$ cat config.mk
export PLATFORM = sky130hd
export DESIGN_NAME = cla_group_adder
export DESIGN_NICKNAME = d
export VERILOG_FILES = /design/src/rtl/cla_group_adder.sv
export SDC_FILE = /design/constraint.sdc
export NUM_CORES = 1
export LEC_CHECK = 0
export CORE_UTILIZATION = 40
export CTS_CLUSTER_DIAMETER = 100
export DETAILED_ROUTE_END_ITERATION = 8
export PLACE_DENSITY = 0.72
export SYNTH_ARGS = -nofsm -noshare
export SYNTH_HDL_FRONTEND = slang
export SYNTH_SLANG_ARGS = --single-unit
$ cat constraint.sdc
create_clock -name iClk -period 5.7 [get_ports iClk]
set_input_delay 1.14 -clock iClk [delete_from_list [all_inputs] [get_ports iClk]]
set_output_delay 1.14 -clock iClk [all_outputs]
set_load 0.01 [all_outputs]
$ cat src/rtl/cla_group_adder.sv
// Multi-cycle carry-lookahead adder: one GROUP-bit slice per cycle, LSB group first,
// accumulating block generate/propagate across groups alongside the sum.
module cla_group_adder #(
  parameter int WIDTH = 32,
  parameter int GROUP = 4
) (
  input  logic             iClk,
  input  logic             iRst,
  input  logic             iStart,
  input  logic [WIDTH-1:0] iA,
  input  logic [WIDTH-1:0] iB,
  input  logic             iCarry,
  output logic             oReady,
  output logic             oDone,
  output logic [WIDTH-1:0] oSum,
  output logic             oCarry,
  output logic             oGenerate,
  output logic             oPropagate
);

  localparam int NGRP = WIDTH / GROUP;
  localparam int CW   = (NGRP > 1) ? $clog2(NGRP) : 1;
  localparam logic [CW-1:0] LAST_GRP = CW'(NGRP - 1);

  typedef enum logic [1:0] {
    IDLE = 2'd0,
    RUN  = 2'd1,
    DONE = 2'd2
  } state_t;

  state_t           r_state;
  state_t           w_next;
  logic [WIDTH-1:0] r_a;
  logic [WIDTH-1:0] r_b;
  logic [WIDTH-1:0] r_acc;
  logic [CW-1:0]    r_cnt;
  logic             r_cin;
  logic             r_gen;
  logic             r_prop;
  logic [WIDTH-1:0] r_sum;
  logic             r_cout;
  logic             r_gen_o;
  logic             r_prop_o;

  logic [GROUP-1:0] w_p;
  logic [GROUP-1:0] w_g;
  logic [GROUP-1:0] w_s;
  logic [GROUP:0]   w_c;
  logic             w_grp_g;
  logic             w_grp_p;
  logic             w_gen_nx;
  logic             w_prop_nx;
  logic             w_last;
  logic [WIDTH-1:0] w_acc;

  // Operands shift right each RUN cycle, so the group being processed is always
  // in the low GROUP bits; the sum fills in from the top and lands aligned.
  always_comb begin
    // NOTE: combinational logic uses blocking '=' so later loop iterations see
    // the ripple values just computed; registers below use '<=' exclusively.
    w_p     = '0;
    w_g     = '0;
    w_s     = '0;
    w_c     = '0;
    w_c[0]  = r_cin;
    w_grp_g = 1'b0;
    w_grp_p = 1'b1;
    for (int i = 0; i < GROUP; i++) begin
      w_p[i]   = r_a[i] | r_b[i];
      w_g[i]   = r_a[i] & r_b[i];
      w_s[i]   = r_a[i] ^ r_b[i] ^ w_c[i];
      w_c[i+1] = w_g[i] | (w_p[i] & w_c[i]);
      w_grp_g  = w_g[i] | (w_p[i] & w_grp_g);
      w_grp_p  = w_grp_p & w_p[i];
    end
  end

  assign w_gen_nx  = w_grp_g | (w_grp_p & r_gen);
  assign w_prop_nx = r_prop & w_grp_p;
  assign w_last    = (r_cnt == LAST_GRP);
  assign w_acc     = (r_acc >> GROUP) | (WIDTH'(w_s) << (WIDTH - GROUP));

  always_comb begin
    w_next = r_state;
    case (r_state)
      IDLE:    if (iStart) w_next = RUN;
      RUN:     if (w_last) w_next = DONE;
      DONE:    w_next = IDLE;
      default: w_next = IDLE;
    endcase
  end

  always_ff @(posedge iClk) begin
    if (iRst) begin
      r_state  <= IDLE;
      r_a      <= '0;
      r_b      <= '0;
      r_acc    <= '0;
      r_cnt    <= '0;
      r_cin    <= 1'b0;
      r_gen    <= 1'b0;
      r_prop   <= 1'b1;
      r_sum    <= '0;
      r_cout   <= 1'b0;
      r_gen_o  <= 1'b0;
      r_prop_o <= 1'b0;
    end else begin
      r_state <= w_next;
      case (r_state)
        IDLE: begin
          if (iStart) begin
            r_a    <= iA;
            r_b    <= iB;
            r_cin  <= iCarry;
            r_cnt  <= '0;
            r_gen  <= 1'b0;
            r_prop <= 1'b1;
          end
        end
        RUN: begin
          r_a    <= r_a >> GROUP;
          r_b    <= r_b >> GROUP;
          r_acc  <= w_acc;
          r_cin  <= w_c[GROUP];
          r_gen  <= w_gen_nx;
          r_prop <= w_prop_nx;
          r_cnt  <= r_cnt + CW'(1);
          if (w_last) begin
            r_sum    <= w_acc;
            r_cout   <= w_c[GROUP];
            r_gen_o  <= w_gen_nx;
            r_prop_o <= w_prop_nx;
          end
        end
        default: ;
      endcase
    end
  end

  assign oReady     = (r_state == IDLE);
  assign oDone      = (r_state == DONE);
  assign oSum       = r_sum;
  assign oCarry     = r_cout;
  assign oGenerate  = r_gen_o;
  assign oPropagate = r_prop_o;

endmodule

==> Word-level counts from Yosys, hierarchy flattened <==
Cells that the tools add are included.
{ "totals": {"regBits": 139, "input_bits": 68} }
{ "classes": {"n_addsub": 1, "n_eq_ne": 5, "n_mux": 15, "bitwise_logic": 37, "reduce_logical": 5} }
{ "op_table": {"columns": ["cell", "count"], "rows": [
  ["one-hot mux 32 bit (2 select lines)", 2],
  ["two-way mux 32 bit", 2],
  ["OR 28 x 32 -> 32 bit", 1],
  ["AND 1 bit", 16],
  ["OR 1 bit", 12],
  ["XOR 1 bit", 8],
  ["one-hot mux 1 bit (2 select lines)", 3],
  ["one-hot mux 3 bit (2 select lines)", 1],
  ["AND reduction 2 bit", 3],
  ["two-way mux 2 bit", 2],
  ["!= test 2 bit (second input constant)", 2],
  ["one-hot mux 2 bit (2 select lines)", 1],
  ["adder 3 x 1 -> 3 bit (second input constant)", 1],
  ["equality test 3 bit (second input constant)", 1],
  ["two-way mux 1 bit", 3],
  ["two-way mux 3 bit", 1],
  ["equality test 2 x 1 -> 1 bit (second input constant)", 1],
  ["equality test 2 bit (second input constant)", 1],
  ["logical NOT 2 bit", 1],
  ["nonzero test 2 bit", 1]
]} }

==> Logic depth before layout (Yosys ltp) <==
Gate-level depths: netlist (run 1).
{ "logic_depth": {"ltp_word": 10, "depth_mapped": 8, "mapped_depth_nobuf": 8} }

==> Least setup slack after synthesis (run 1) <==
OpenSTA, ideal clock, no wires.
{ "synth_path": {"path_kind": "register to register", "startpoint": "register r_a[0]", "endpoint": "register r_acc[31]", "setup_ps": 132, "arrival_ps": 1926, "t_required_ps": 5568, "setup_slack_ps": 3642, "path_stages_with_launch": 9, "path_buffers": 0, "period_less_slack_ps": 2058, "path_cell_list": "dfxtp_1 > inv_1 > fa_1 > fa_1 > inv_1 > fa_1 > fa_1 > nand2_1 > a21oi_1"} }
{ "synth_via": {"elab_chain_len": 9, "word_cells_on_any_way": 10, "classes_between": "bitwise: 10"} }
{ "synth_lines": {"columns": ["item", "line_no", "source"], "rows": [
  ["from (decl)", "33", "logic [WIDTH-1:0] r_a;"],
  ["from (signal assigned)", "112", "r_a <= iA;"],
  ["from (signal assigned)", "121", "r_a <= r_a >> GROUP;"],
  ["OR 1 bit", "69", "w_p[i] = r_a[i] | r_b[i];"],
  ["AND 1 bit", "72", "w_c[i+1] = w_g[i] | (w_p[i] & w_c[i]);"],
  ["OR 1 bit (*)", "72", null],
  ["AND 1 bit (*)", "72", null],
  ["OR 1 bit (*)", "72", null],
  ["AND 1 bit (*)", "72", null],
  ["OR 1 bit (*)", "72", null],
  ["XOR 1 bit (*)", "71", "w_s[i] = r_a[i] ^ r_b[i] ^ w_c[i];"],
  ["OR 28 x 32 -> 32 bit (*)", "81", "assign w_acc = (r_acc >> GROUP) | (WIDTH'(w_s) << (WIDTH - GROUP));"],
  ["named net w_acc[31]", "54", "logic [WIDTH-1:0] w_acc;"],
  ["to (signal assigned)", "123", "r_acc <= w_acc;"],
  ["to (decl)", "35", "logic [WIDTH-1:0] r_acc;"]
]} }
Mark *: on every way through the listed nets, which the timed path passes. The rest lies on a longest branch.
A chain may end at the register's enable or synchronous reset.

==> Worst setup path in the final report (run 1) <==
{ "layout_path": {"startpoint": "register r_state[1]", "endpoint": "output oDone"} }
{ "layout_via": {"elab_chain_len": 1} }
{ "layout_lines": {"columns": ["item", "line_no", "source"], "rows": [
  ["from (decl)", "31", "state_t r_state;"],
  ["from (signal assigned)", "108", "r_state <= w_next;"],
  ["equality test 2 bit", "141", "assign oDone = (r_state == DONE);"],
  ["to (decl)", "14", "output logic oDone,"]
]} }
No other way between the ends.

==> results of run 1 <==
## cell usage after synthesis
cell type	instances	area share, %
a211oi_1	14	1.8
nor4_1	1	0.11
o31a_1	1	0.15
clkbuf_1	31	2.0
o21bai_1	1	0.13
o2bb2ai_1	4	0.61
nor2b_1	3	0.33
nand2_2	1	0.11
nand3_1	1	0.088
ha_1	10	2.2
fa_1	4	1.4
buf_6	5	0.99
nor3_1	46	4.0
o21ai_0	1	0.088
buf_2	13	1.1
buf_1	10	0.66
dfxtp_1	135	47
and2b_1	1	0.13
nand2_1	117	7.7
inv_2	2	0.13
and2_1	2	0.22
a22oi_1	8	1.1
o22ai_1	3	0.33
a2bb2oi_1	52	8.0
buf_4	2	0.26
inv_1	12	0.79
a21oi_1	65	5.7
a221oi_1	5	0.77
o21ai_1	1	0.088
nor2_1	174	11
## logic make-up after synthesis
logic type	share of synthesized area, %
DFF	47.4
adders and majority gates	3.60
AOI/OAI and AO/OA	18.8
and+or+nand+nor	24.2
buffers and inverters	6.02
## power breakdown
group          switching (W)  total, W  internal (W)
clock               0.000392   0.00111      0.000718
sequential         0.0000269   0.00102      0.000991
combinational       0.000134  0.000261      0.000127
## sequential cells by signal, indices dropped and copies added (netlist names)
| name | flops |
|---|---|
| oSum | 32 |
| r_a | 32 |
| r_b | 32 |
| r_acc | 28 |
| r_cnt | 3 |
| r_state | 2 |
| oCarry | 1 |
| oGenerate | 1 |
| oPropagate | 1 |
| r_cin | 1 |
| r_gen | 1 |
| r_prop | 1 |
## layer usage
layer,share of wire [%],GRT usage [%]
met1,48,25.7
met2,46,28.7
met3,4.3,4.51
met4,1.5,7.72
met5,0,0
## worst max-delay path, cell delays in order, from the launching register on
cell and delay, ns:
dfxtp_2 0.31, buf_4 0.48, inv_2 0.22, nor2_1 0.15, clkdlybuf4s50_1 0.58
## how the worst max path moves through the flow
stage                           end  slack, ns  cells after the start
after detailed placement      oDone       2.82                      4
after floorplan           r_acc[31]       3.64                      8
final                         oDone       2.39                      4
after global routing          oDone       2.25                      4
after CTS                     oDone       2.37                      4
after global placement        oDone       2.81                      4
## stage by stage
stage | util [%] | hold slack, ns | total power, W | instances
after floorplan | - | 0.432 | 0.00121 | 725
after detailed placement | 48.5 | 0.447 | 0.00130 | 955
after global placement | 48.5 | 0.444 | 0.00129 | 955
final | 52.8 | 0.450 | 0.00239 | 987
after global routing | 52.8 | 0.473 | 0.00248 | 987
after CTS | 52.8 | 0.455 | 0.00240 | 987
## layout make-up
cell class	instances	area, µm²	area share, %
inverters	14	52.6	0.717
repair buffers	111	1090	14.8
clock buffers	23	478	6.52
clock inverters	9	123	1.67
well taps	180	225	3.07
multi-input cells	515	2660	36.3
flip-flops and latches	135	2710	36.9
==> impl_metrics.ini, run 1 <==
[synth]
syn_area_per_cell_um2 = 7.86
ys_types = 30
synth_area_mm2 = 0.00570
synth-seq-cells = 135
synthCells = 725
synth_fp_nets = 807
synth-seq-area-share_pct = 47.4
yosys_warnings = 0

[global_route]
grt_pass1_vias = 4522
overflow = 0
grt_pass1_wl_mm = 21.9
grt_max_degree = 74
antenna_found_initial = 0
grt_usage_pct = 18.9

[worst_setup_path]
start_kind = register
cp_max_fo = 57
cp.arrival_ns = 2.17
crit_required_ns = 4.56
worstSetupEndpointType = output port
reg2reg_depth = 6
crit_start = r_state[1]
crit_type = register to output port
r2r-start = r_state[0]
worstReg2RegEnd = oGenerate
reg2reg_slack_ns = 3.31

[clock_tree]
cts_hold_buf = 0
cts_root_buffer = clkbuf_16
cts_resized = 0
ctsHtreeMaxLevel = 4
cts_tree = yes
post_cts_buffers = 0
clockBufferDepth = 2
cts_sinks = 135
clk_latency_ns = 0.42
cts-buffers-inserted = 17
clk_pin_slew_ns = 0.05

[floorplanning]
fp.dieH_um = 121
initial_utilization_pct = 41.1
die_w_um = 121
std_cell_rows = 43
dieArea_mm2 = 0.0147
io_pins = 105
core_mm2 = 0.0139

[timing]
worstMarginPinSlew_ns = 1.20
finalCritPeriodShare_pct = 58.1
skew_ns = 0.00867
rsz0062_at_grt = false
period_needed_ns = 3.31
clock.fmax_mhz = 302
finalHoldViolCount = 0
drv_slew = 0
finalWorstSetupSlack_ns = 2.39
max_slew_margin_pct = 19.6
finalSetupTns_ns = 0
setup_viol = 0

[layout]
fillers = 1361
nets = 876
antennaDiodeCount = 0
areaGrowthSynthToFinish_pct = 28.6
final_cell_mix = nor2_1 (173), dfxtp_1 (133), nand2_1 (117)
layout_commonest_cell = nor2_1
drive_above_1_share_pct = 5.45
final_area_mm2 = 0.00733

[placed_design]
gp_congestion = 0.774
port-buffer-count = 104
dp_hpwl_mm = 8.25
place_ws_ns = 2.82
placed_area_mm2 = 0.00673

[detailed_routing]
final_antenna_net_count = 0
wire_per_inst_um = 13.6
route.detailed.drc = 0
wirelength_mm = 13.4
avgViaCountPerCell = 5.12
vias = 5057
drt_iter0_markers = 430
dr.pass1.iters = 4

[status]
status = finished clean

[min_path]
hold_path.class = register to register
hold_path_end = oSum[30]
min_from = oSum[30]
hold_depth = 2

[power_and_ir_drop]
power_density_mw_per_mm2 = 326
irDropWorstVdd_uv = 208
leakage_nw = 2.85

[run]
maxCapViolCount = 0
Note: power is estimated with default switching activity, not from simulation.
==> run 2, diff against run 1 <==
--- a/config.mk
+++ b/config.mk
@@ -8,7 +8,7 @@
 export CORE_UTILIZATION = 40
 export CTS_CLUSTER_DIAMETER = 100
 export DETAILED_ROUTE_END_ITERATION = 8
-export PLACE_DENSITY = 0.72
+export PLACE_DENSITY = 0.74
 export SYNTH_ARGS = -nofsm -noshare
 export SYNTH_HDL_FRONTEND = slang
 export SYNTH_SLANG_ARGS = --single-unit
==> constraint.sdc (replaced) <==
create_clock -name iClk -period 2.8 [get_ports iClk]
set_input_delay 0.56 -clock iClk [delete_from_list [all_inputs] [get_ports iClk]]
set_output_delay 0.56 -clock iClk [all_outputs]
set_load 0.01 [all_outputs]
==> run 2 against run 1 <==
Register-to-register slack got worse by 2.7 ns. Sequential power increased by 100%. Critical path type unchanged. Non-clock buffer count rose by 7. Cell count rose by 0.71%. Cell area rose by 1.5%. Clock skew is essentially flat.
==> impl_metrics.ini, run 2 (synthesized netlist as in run 1, its figures left out) <==
[status]
status = finished clean

[floorplanning]
core_mm2 = 0.0139
io_pins = 105
die_w_um = 121
dieArea_mm2 = 0.0147
std_cell_rows = 43
fp.dieH_um = 121
initial_utilization_pct = 41.1

[layout]
final_area_mm2 = 0.00744
drive_above_1_share_pct = 6.39
fillers = 1331
areaGrowthSynthToFinish_pct = 30.6
seqCellArea_mm2 = 0.00271
multi_input_area_mm2 = 0.00266
final_cell_mix = nor2_1 (173), dfxtp_1 (133), nand2_1 (117)
nets = 883
antennaDiodeCount = 0
finalNonFillerCells = 994
layout_commonest_cell = nor2_1

[clock_tree]
ctsHtreeMaxLevel = 4
cts_tree = yes
cts_sinks = 135
cts-buffers-inserted = 17
clk_pin_slew_ns = 0.06
cts_resized = 0
post_cts_buffers = 0
cts_hold_buf = 0
cts_root_buffer = clkbuf_16
clockBufferDepth = 2
clk_latency_ns = 0.43

[worst_setup_path]
r2r-start = r_a[0]
cp.arrival_ns = 1.70
cp_max_fo = 31
reg2reg_slack_ns = 0.58
worstSetupEndpointType = output port
crit_required_ns = 2.24
worstReg2RegEnd = r_cin
start_kind = register
crit_type = register to output port
reg2reg_depth = 8

[timing]
finalWorstSetupSlack_ns = 0.539
clock.fmax_mhz = 442
finalCritPeriodShare_pct = 80.8
skew_ns = 0.00820
rsz0062_at_grt = false
finalHoldViolCount = 0
setup_viol = 0
worstMarginPinSlew_ns = 0.920
drv_slew = 0
finalSetupTns_ns = 0
max_slew_margin_pct = 38.5
hold_slack_ns = 0.451
period_needed_ns = 2.26

[min_path]
hold_depth = 2
hold_path_end = oSum[30]
hold_path.class = register to register
min_from = oSum[30]

[global_route]
grt_usage_pct = 19.5
gr-usage-met2_pct = 29.3
grt_busiest_layer = met2
grt_pass1_wl_mm = 22.5
grt_pass1_vias = 4649
antenna_found_initial = 0
overflow = 0
grt_max_degree = 51
use_met3_pct = 5.17
globalRouteMet1Util_pct = 26.3

[detailed_routing]
route.detailed.drc = 0
vias = 5058
final_antenna_net_count = 0
avgViaCountPerCell = 5.09
wire_per_inst_um = 13.5
wirelength_mm = 13.4
dr.pass1.iters = 5
drt_iter0_markers = 351

[placed_design]
gp_congestion = 0.799
dp_hpwl_mm = 8.54
place_ws_ns = 0.642
placedCellCount = 962
port-buffer-count = 104
placed_area_mm2 = 0.00680

[run]
maxCapViolCount = 0

[power_and_ir_drop]
power_density_mw_per_mm2 = 679
irDropWorstVdd_uv = 463
leakage_nw = 2.89
run 2: where the power goes:
group / internal, W / switching (W) / total, W / leakage (nW)
clock: 0.00160 / 0.000842 / 0.00244 / 0.295
sequential: 0.00202 / 0.0000636 / 0.00208 / 1.11
combinational: 0.000265 / 0.000265 / 0.000530 / 1.49
run 2: critical path: stages, from the launching register on:
cell and delay [ns]:
dfxtp_2 0.67, nor2_1 0.11, clkdlybuf4s50_1 0.50
run 2: cell type report:
type	instances	share of cell area, %
clock buffer	20	6.00
sequential	135	36.3
timing repair buffer	118	15.5
multi-input combinational	515	35.8
inverter	14	0.706
clock inverter	12	2.69
tap	180	3.03
run 2: stage by stage:
step / power (W) / utilization (%)
2_1_floorplan: 0.00246 / -
3_3_place_gp: 0.00264 / 49.0
3_5_place_dp: 0.00265 / 49.0
4_1_cts: 0.00508 / 53.6
5_1_grt: 0.00525 / 53.6
6_report: 0.00505 / 53.6
run 2: worst max path at each step:
stage                     startpoint         to  slack (ns)  cells after the start
after CTS                 r_state[0]      oDone        0.49                      2
after global placement        r_a[0]   oSum[31]        0.68                      8
after global routing      r_state[0]      oDone        0.39                      2
after detailed placement      r_a[0]  r_acc[31]        0.64                      8
after floorplan               r_a[0]  r_acc[31]        0.74                      8
final                     r_state[0]      oDone        0.54                      2
run 2: routing by layer:
metal / vias to the layer above / part of all wire [%]
met5: - / 0
met4: 0 / 1.0
met3: 15 / 4.4
met2: 129 / 46
met1: 2327 / 49
li1: 2587 / -
==> run 3, diff against run 2 <==
==> constraint.sdc (replaced) <==
create_clock -name iClk -period 2.02 [get_ports iClk]
set_input_delay 0.404 -clock iClk [delete_from_list [all_inputs] [get_ports iClk]]
set_output_delay 0.404 -clock iClk [all_outputs]
set_load 0.01 [all_outputs]
==> run 3 against run 2 <==
The run now ends with setup timing left. Register-to-register slack worse by 0.61 ns. Largest cell class unchanged. Via count grew 1.7%. Die area did not move.
==> impl_metrics.ini, run 3 (synthesized netlist as in run 1, its figures left out) <==
[layout]
finalNonFillerCells = 1008
areaGrowthSynthToFinish_pct = 32.1
utilization_pct = 54.2
final_cell_mix = nor2_1 (173), dfxtp_1 (131), nand2_1 (115)
layout_commonest_cell = nor2_1
nets = 899
drive_above_1_share_pct = 9.30
antennaDiodeCount = 0

[timing]
setup_viol = 2
finalCritPeriodShare_pct = 101
skew_ns = 0.0124
hold_slack_ns = 0.383
rsz0062_at_grt = true
worstMarginPinSlew_ns = 0.452
finalHoldViolCount = 0
clock.fmax_mhz = 488
period_needed_ns = 2.05
drv_slew = 0
finalWorstSetupSlack_ns = -0.0287
max_slew_margin_pct = 69.8

[detailed_routing]
vias = 5146
route.detailed.drc = 0
wire_per_inst_um = 13.4
final_antenna_net_count = 0
drt_iter0_markers = 336
wirelength_mm = 13.5
dr.pass1.iters = 4
avgViaCountPerCell = 5.11

[run]
maxCapViolCount = 0

[clock_tree]
cts-buffers-inserted = 17
cts_sinks = 135
cts_root_buffer = clkbuf_16
cts_hold_buf = 0
clk_pin_slew_ns = 0.05
ctsHtreeMaxLevel = 4
clk_latency_ns = 0.43
clockBufferDepth = 2
cts_tree = yes

[global_route]
grt_usage_pct = 19.6
grt_pass1_wl_mm = 22.7
grt_max_degree = 59
grt_pass1_vias = 4687
antenna_found_initial = 0
overflow = 0

[worst_setup_path]
crit_slowest_cell = fa_2
cp.arrival_ns = 2.36
worstReg2RegEnd = oSum[31]
cp_max_fo = 2
slowest_delay_ns = 0.45
path_cells = inv_2 > fa_2 > fa_2 > inv_2 > fa_2 > fa_2 > nand2_2 > a21oi_1
reg2reg_slack_ns = -0.03
reg2reg_depth = 8
start_kind = register
crit_start = r_b[0]
crit_required_ns = 2.33
worstSetupEndpointType = register
r2r-start = r_b[0]
timing.critical_path.mode_cell = fa_2
crit_type = register to register

[floorplanning]
die_w_um = 121
fp.dieH_um = 121
dieArea_mm2 = 0.0147
initial_utilization_pct = 41.1
std_cell_rows = 43
io_pins = 105
core_mm2 = 0.0139

[min_path]
hold_path_end = r_b[29]
hold_path.class = input port to register
min_from = iRst
hold_depth = 2

[power_and_ir_drop]
p_seq_share_pct = 44.9
pwr-share-comb_pct = 12.5
internal_power_w = 0.00488
switching_share_pct = 23.9
switchingPower_w = 0.00154
irDropWorstVdd_uv = 636
power_density_mw_per_mm2 = 852
pwr-share-clk_pct = 42.7
leakage_nw = 2.95

[placed_design]
gp_congestion = 0.819
port-buffer-count = 104
place_ws_ns = -0.0592
dp_hpwl_mm = 8.80
placedCellCount = 975

[status]
violations = setup timing
status = complete, but fails checks
==> run 3: power groups by stage <==
stage / logic, W / clock network [W] / registers (W)
2_1_floorplan: 0.000506 / 0 / 0.00291
3_3_place_gp: 0.000768 / 0 / 0.00293
3_5_place_dp: 0.000777 / 0 / 0.00293
4_1_cts: 0.000794 / 0.00277 / 0.00288
5_1_grt: 0.000887 / 0.00290 / 0.00289
6_report: 0.000800 / 0.00274 / 0.00288
==> run 3: layout make-up <==
cell class                      instances  area [µm²]
Clock buffer                           26         499
Inverter                               14        52.6
Sequential cell                       135        2710
Clock inverter                          4        20.0
Timing Repair Buffer                  134        1330
Multi-Input combinational cell        515        2690
Tap cell                              180         225
Fill cell                            1319        6350
==> run 3: per-stage QoR <==
stage               power (W)  setup TNS [ns]  cell area, µm²
finish                0.00642         -0.0551            7530
global route          0.00668          -0.213            7530
CTS                   0.00644          -0.138            7510
detailed placement    0.00371          -0.151            6960
global placement      0.00369         -0.0498            6960
floorplan             0.00341               0            5700
==> run 3: how the worst max path moves through the flow <==
stage,endpoint,depth (start not counted)
after floorplan,r_acc[31],8
after global placement,r_acc[31],8
after detailed placement,r_cin,8
after CTS,oSum[31],8
after global routing,oSum[31],8
final,oSum[31],8
==> run 3: timing repair <==
item,4_1_cts,5_1_grt
gates resized for setup,10,4
buffers inserted,1,2
endpoints found under the setup margin,4,3
pin swaps,6,5
gates cloned,0,0
==> run 3: critical path: cells and delay by family (launching register included) <==
| kind | cells | cell delay (ns) |
|---|---|---|
| compound gates | 1 | 0.05 |
| fa+ha+maj | 4 | 1.37 |
| buf+inv | 2 | 0.11 |
| flops | 1 | 0.33 |
| simple gates | 1 | 0.07 |
==> run 3: routing by layer <==
metal / up-vias / GRT usage, % / share of wire (%)
li1: 2613 / - / -
met1: 2365 / 26.5 / 47
met2: 150 / 29.7 / 46
met3: 18 / 5.45 / 5.7
met4: 0 / 7.18 / 1.4
met5: - / 0 / 0
